### config.mk
export PLATFORM = sky130hd
export DESIGN_NAME = avs_accel_csr
export DESIGN_NICKNAME = d
export VERILOG_FILES = /design/src/rtl/avs_accel_csr.sv
export SDC_FILE = /design/constraint.sdc
export NUM_CORES = 1
export LEC_CHECK = 0
export ABC_AREA = 1
export CORE_ASPECT_RATIO = 0.8
export CORE_MARGIN = 5
export CORE_UTILIZATION = 49
export CTS_BUF_LIST = sky130_fd_sc_hd__clkbuf_8
export CTS_CLUSTER_SIZE = 30
export DETAILED_ROUTE_END_ITERATION = 8
export GPL_TIMING_DRIVEN = 0
export PLACE_DENSITY = 0.83
export SKIP_LAST_GASP = 1
export SYNTH_ARGS = -nofsm -noshare
export SYNTH_HDL_FRONTEND = slang
export SYNTH_SLANG_ARGS = --single-unit
### constraint.sdc
create_clock -name CSI_CLOCK_CLK -period 1.8 [get_ports CSI_CLOCK_CLK]
set_clock_uncertainty 0.05 [all_clocks]
set_input_delay 0.36 -clock CSI_CLOCK_CLK [delete_from_list [all_inputs] [get_ports CSI_CLOCK_CLK]]
set_output_delay 0.36 -clock CSI_CLOCK_CLK [all_outputs]
set_load 0.005 [all_outputs]
### src/rtl/avs_accel_csr.sv
// avs_accel_csr: Avalon-MM CSR slave that owns the accelerator run FSM (GO -> START, BUSY until DONE).
// Optional feature macro: AVS_ACCEL_IRQ_EN (adds the IRQ port and a read/write CTRL.IRQ_EN bit).
// Ports:
//   CSI_CLOCK_CLK, CSI_CLOCK_RESET   single clock, synchronous active-high reset
//   AVS_AVALONSLAVE_*                Avalon-MM slave; writes take zero wait states,
//                                    reads take one wait cycle with registered READDATA
//   START                            one-cycle accelerator start pulse
//   DONE                             accelerator completion, sampled only while running
//   BUSY                             high while the run FSM is in RUN
//   ARGS                             flat argument bus, arg k at [k*DW +: DW]
//   IRQ                              level interrupt (only with AVS_ACCEL_IRQ_EN)
// Register map: 0 CTRL {IRQ_EN, GO}, 1 STATUS {ERR, DONE, BUSY}, 2..1+NUM_ARGS ARG[k].
module avs_accel_csr #(
    parameter int AVS_AVALONSLAVE_DATA_WIDTH    = 32,
    parameter int AVS_AVALONSLAVE_ADDRESS_WIDTH = 4,
    parameter int NUM_ARGS                      = 4
) (
    input  logic                                           CSI_CLOCK_CLK,
    input  logic                                           CSI_CLOCK_RESET,
    input  logic [AVS_AVALONSLAVE_ADDRESS_WIDTH-1:0]       AVS_AVALONSLAVE_ADDRESS,
    input  logic                                           AVS_AVALONSLAVE_READ,
    input  logic                                           AVS_AVALONSLAVE_WRITE,
    input  logic [AVS_AVALONSLAVE_DATA_WIDTH/8-1:0]        AVS_AVALONSLAVE_BYTEENABLE,
    input  logic [AVS_AVALONSLAVE_DATA_WIDTH-1:0]          AVS_AVALONSLAVE_WRITEDATA,
    output logic [AVS_AVALONSLAVE_DATA_WIDTH-1:0]          AVS_AVALONSLAVE_READDATA,
    output logic                                           AVS_AVALONSLAVE_WAITREQUEST,
    output logic                                           START,
    input  logic                                           DONE,
    output logic                                           BUSY,
    output logic [NUM_ARGS*AVS_AVALONSLAVE_DATA_WIDTH-1:0] ARGS
`ifdef AVS_ACCEL_IRQ_EN
    ,
    output logic                                           IRQ
`endif
);
    localparam int DW = AVS_AVALONSLAVE_DATA_WIDTH;
    localparam int AW = AVS_AVALONSLAVE_ADDRESS_WIDTH;
    localparam int BW = DW / 8;

    typedef enum logic {IDLE, RUN} state_t;

    state_t             state_q, state_n;
    logic               start_q;
    logic               done_q, done_n;
    logic               err_q, err_n;
    logic               rd_phase_q;
    logic               rd_first;
    logic               hit_ctrl, hit_stat, go;
    logic [DW-1:0]      rdata_q, rdata_n;
    logic [NUM_ARGS*DW-1:0] args_q, args_n;
`ifdef AVS_ACCEL_IRQ_EN
    logic               irq_en_q, irq_en_n;
    logic               irq_q;
`endif

    always_comb begin
        hit_ctrl = AVS_AVALONSLAVE_WRITE && AVS_AVALONSLAVE_ADDRESS == AW'(0);
        hit_stat = AVS_AVALONSLAVE_WRITE && AVS_AVALONSLAVE_ADDRESS == AW'(1);
        // GO only counts when its byte lane is enabled
        go       = hit_ctrl && AVS_AVALONSLAVE_BYTEENABLE[0] && AVS_AVALONSLAVE_WRITEDATA[0];
        state_n  = (state_q == IDLE) ? (go ? RUN : IDLE) : (DONE ? IDLE : RUN);
        // set events take priority over a same-cycle write-1-to-clear
        done_n   = (state_q == RUN && DONE) ||
                   (done_q && !(hit_stat && AVS_AVALONSLAVE_BYTEENABLE[0] && AVS_AVALONSLAVE_WRITEDATA[1]));
        err_n    = (state_q == RUN && go) ||
                   (err_q && !(hit_stat && AVS_AVALONSLAVE_BYTEENABLE[0] && AVS_AVALONSLAVE_WRITEDATA[2]));
`ifdef AVS_ACCEL_IRQ_EN
        irq_en_n = (hit_ctrl && AVS_AVALONSLAVE_BYTEENABLE[0]) ? AVS_AVALONSLAVE_WRITEDATA[1] : irq_en_q;
`endif
        args_n = args_q;
        for (int k = 0; k < NUM_ARGS; k++)
            for (int b = 0; b < BW; b++)
                if (AVS_AVALONSLAVE_WRITE && AVS_AVALONSLAVE_ADDRESS == AW'(k + 2) && AVS_AVALONSLAVE_BYTEENABLE[b])
                    args_n[k*DW + b*8 +: 8] = AVS_AVALONSLAVE_WRITEDATA[b*8 +: 8];
        // a write in the same cycle as a read drops the read
        rd_first = AVS_AVALONSLAVE_READ && !AVS_AVALONSLAVE_WRITE && !rd_phase_q;
        rdata_n  = '0;
        if (AVS_AVALONSLAVE_ADDRESS == AW'(0)) begin
`ifdef AVS_ACCEL_IRQ_EN
            rdata_n[1] = irq_en_q;
`endif
        end else if (AVS_AVALONSLAVE_ADDRESS == AW'(1)) begin
            rdata_n[2:0] = {err_q, done_q, state_q == RUN};
        end else begin
            for (int k = 0; k < NUM_ARGS; k++)
                if (AVS_AVALONSLAVE_ADDRESS == AW'(k + 2))
                    rdata_n = args_q[k*DW +: DW];
        end
    end

    always_ff @(posedge CSI_CLOCK_CLK) begin
        if (CSI_CLOCK_RESET) begin
            state_q    <= IDLE;
            start_q    <= 1'b0;
            done_q     <= 1'b0;
            err_q      <= 1'b0;
            rd_phase_q <= 1'b0;
            rdata_q    <= '0;
            args_q     <= '0;
`ifdef AVS_ACCEL_IRQ_EN
            irq_en_q   <= 1'b0;
            irq_q      <= 1'b0;
`endif
        end else begin
            state_q    <= state_n;
            start_q    <= state_q == IDLE && go;
            done_q     <= done_n;
            err_q      <= err_n;
            rd_phase_q <= rd_first;
            rdata_q    <= rd_first ? rdata_n : rdata_q;
            args_q     <= args_n;
`ifdef AVS_ACCEL_IRQ_EN
            irq_en_q   <= irq_en_n;
            irq_q      <= irq_en_q && (done_q || err_q);
`endif
        end
    end

    assign AVS_AVALONSLAVE_READDATA    = rdata_q;
    assign AVS_AVALONSLAVE_WAITREQUEST = rd_first;
    assign START                       = start_q;
    assign BUSY                        = state_q == RUN;
    assign ARGS                        = args_q;
`ifdef AVS_ACCEL_IRQ_EN
    assign IRQ                         = irq_q;
`endif
endmodule

==> reports/results.tsv <==
metric	value	unit
run status	finished, violations left	
violated checks	setup timing	
largest driver fanout on the critical path	10	
total length of routed wires	27350	um
met2 wire length	12050	um
switch share	26.01	%
routed metal-1 wire length	10810	um
arrival time reported for the critical path endpoint	2.14	ns
worst slew margin relative to its limit	50.06	%
final worst slack	-0.01561	ns
DRC viols	0	
insertion delay to the later sink of the worst-skew pair	0.46	ns
unrepaired setup endpoints after global routing	true	
Max-cap violations	0	
area share of the largest cell type after synthesis	47.72	%
cell count after synthesis	943	
Vias	8039	
syn_nets	988	
per-cell via count in the routed design	5.847	
ratio of cells with drive above 1 in the final layout	14.56	%
share of synthesized area occupied by flip-flops and latches	47.72	%
number of max-slew violations in the final report	0	
crit share post-route	100.9	%
Comb pwr share	9.6	%
worst r2r dst	AVS_AVALONSLAVE_READDATA[25]$_SDFFE_PP0P_	
share of async-settable or async-resettable flops after synthesis	0	%
die boundary width	142.9	um
height of the die	116.3	um
All-Layer GR Usage	32.18	%
number of ports placed on the die boundary	208	
detailed-placement wirelength estimate	19110	um
number of distinct standard cells referenced by the synthesized netlist	25	
count of standard-cell rows	38	
Die Outline Area	16620	sq um
overall overflow remaining after global route	0	
power density over the cells	732.2	nW/um^2
launching point of the worst reg2reg path	rd_phase_q$_SDFF_PP0_	
Max VDD drop	0.5264	mV
Post-layout nets	1227	
number of H-tree levels	4	
length of the first detailed-routing pass in iterations	5	
drt initial violations	871	
TritonCTS clock tree	yes	
share of total power in the clock network	39.4	%
critical path startpoint category	input port	
top cells by instance count after synthesis	nand2_1 (170), dfxtp_1 (165), nand3_1 (140)	
Synth Register Bits	165	
post-route minimum period	1.816	ns
number of global-route vias before repair	7662	
Top Metal Used	met4	
antenna violations before repair	0	
Core Box Area	13690	sq um
main flop type after synthesis	dfxtp_1	
internal power summed over all cells	5.389	mW
sequential fraction of design power	51.0	%
Ys Warns	0	
Min-Delay Path Depth	2	
cell count of the worst reg-to-reg path	6	
clock buffer count from CTS	17	
count of buffers inserted at the top-level ports	206	
Sum Neg Setup Slack	-0.01892	ns
clock tree sinks	165	
category of the worst setup path capture point	flop	
worst slew pin tran	0.7492	ns
Inserted Diodes	0	
worst setup path category	in2reg	
dominant cell type by area after synthesis	dfxtp_1	
clock slew at reported path FFs	0.09	ns
wire length of the first global-routing pass	41360	um
Post-synth EDFFs	0	
setup-violating endpoint count in the final report	3	
worst min path class	reg2reg	
post-layout total power	7.284	mW
starting density of the core	50.55	%
synthesized area	6922	sq um
Hold EP	ARGS[95]$_SDFFE_PP0P_	
routed length on met3	3685	um
R2R setup slack	0.07	ns
launch point of the worst hold path	ARGS[95]$_SDFFE_PP0P_	
net switching power	1.895	mW
remaining number of nets flagged by the antenna check after routing	0	
Area growth, synth to finish	43.71	%
most instantiated library cell after synthesis	nand2_1	
Clock Tree Buf Depth	2	
Filler Cell Count	1117	
required time at the worst-slack endpoint	2.13	ns
largest net degree at the start of global routing	17	
cell chosen for the clock root	clkbuf_8	
most area-consuming cells after synthesis	dfxtp_1 (48%), nand3_1 (10%), nand2_1 (9.2%), a21oi_1 (8.8%), o21ai_0 (6.0%)	
gpl congestion	0.9395	
average wire per cell in the routed design	19.89	um
Peak Freq	550.8	MHz
endpoints failing hold	0	
Lkg Pwr	3.839	nW
mean instance size in the synthesized netlist	7.340	sq um
==> kinds of logic after synthesis <==
kind of cell           after synthesis  synth area share, %
and+or+nand+nor                    429                27.17
DFF                                165                47.72
buffers and inverters              112                6.851
AOI/OAI and AO/OA                  237                18.26
==> layout by cell type (no fill, tap or decap), types with 2 or more instances in the layout <==
master,netlist,layout
nor2_1,99,99
dfxtp_1,165,99
inv_1,46,46
clkinv_4,0,2
buf_6,3,6
clkinv_2,3,5
buf_1,3,2
o211ai_1,29,29
bufinv_16,0,3
nand2_2,7,13
clkbuf_4,0,7
buf_4,2,16
dfxtp_2,0,65
inv_4,0,2
o21ai_0,83,81
clkbuf_8,0,20
dlymetal6s2s_1,0,16
dlygate4sd2_1,0,6
nand2_1,170,164
clkdlybuf4s50_1,0,183
a21oi_1,122,122
inv_6,0,2
clkbuf_1,35,28
nand3_1,140,139
inv_2,3,5
nor2_4,6,8
buf_2,16,9
o21ai_1,2,4
clkbuf_2,0,4
==> power groups by stage <==
stage / Sequential (mW) / Combinational [mW] / Clock (mW)
6_report: 3.72 / 0.699 / 2.87
5_1_grt: 3.72 / 0.739 / 3.02
4_1_cts: 3.72 / 0.667 / 2.84
3_5_place_dp: 3.80 / 0.642 / 0
3_3_place_gp: 3.80 / 0.636 / 0
2_1_floorplan: 3.80 / 0.282 / 0
==> how the worst max path moves through the flow <==
stage | slack [ns] | cells past startpoint | startpoint | end
global placement | -1.22 | 4 | AVS_AVALONSLAVE_WRITE | AVS_AVALONSLAVE_WAITREQUEST
global route | -0.09 | 8 | AVS_AVALONSLAVE_ADDRESS[2] | ARGS[87]$_SDFFE_PP0P_
floorplan | 0.33 | 8 | AVS_AVALONSLAVE_ADDRESS[2] | ARGS[110]$_SDFFE_PP0P_
finish | -0.02 | 8 | AVS_AVALONSLAVE_ADDRESS[2] | ARGS[86]$_SDFFE_PP0P_
detailed placement | -1.22 | 4 | AVS_AVALONSLAVE_WRITE | AVS_AVALONSLAVE_WAITREQUEST
CTS | 0.002 | 1 | ARGS[23]$_SDFFE_PP0P_ | ARGS[23]
==> final cells by class <==
cell class | instances | area (sq um) | area share (%)
Tap cell | 180 | 225.2 | 2.264
Multi-Input combinational cell | 666 | 3174 | 31.91
Clock buffer | 19 | 261.5 | 2.629
Clock inverter | 13 | 155.1 | 1.560
Inverter | 53 | 206.4 | 2.075
Timing Repair Buffer | 220 | 2207 | 22.19
Sequential cell | 165 | 3388 | 34.06
Buffer | 59 | 329.1 | 3.308
==> metal layers <==
layer | vias to the layer above | global-route usage (%)
met1 | 3704 | 43.10
met5 | - | 0
met3 | 85 | 9.415
li1 | 3660 | -
met4 | 0 | 11.72
met2 | 590 | 49.75
==> worst max-delay path, stage by stage <==
cell,delay [ns]
clkdlybuf4s50_1,0.53
inv_2,0.11
nor2_4,0.17
nand2_2,0.19
nor2_4,0.25
clkbuf_4,0.27
nand3_1,0.11
a21oi_1,0.16
==> what timing repair did <==
item,in CTS,in global routing
hold buffers,0,0
endpoints found under the setup margin,144,182
pin swaps,5,3
buffers inserted,12,2
gates resized for setup,34,105
hold endpoints to repair,0,0
==> through the flow <==
stage | setup slack (ns) | util (%) | hold slack [ns] | area (sq um) | cells
2_1_floorplan | 0.3330 | - | 0.4001 | 6922 | 943
3_3_place_gp | -1.215 | 67.25 | 0.4027 | 9209 | 1329
3_5_place_dp | -1.218 | 67.25 | 0.4063 | 9209 | 1329
4_1_cts | 0.002191 | 71.37 | 0.4191 | 9773 | 1373
5_1_grt | -0.08951 | 72.64 | 0.4364 | 9947 | 1375
6_report | -0.01561 | 72.64 | 0.4179 | 9947 | 1375
==> flip-flops by register name, indices dropped and copies added (netlist names) <==
name and cells:
ARGS 128, AVS_AVALONSLAVE_READDATA 32, BUSY 1, START 1, done_q 1, err_q 1
rd_phase_q 1
Note: power is estimated with default switching activity, not from simulation.
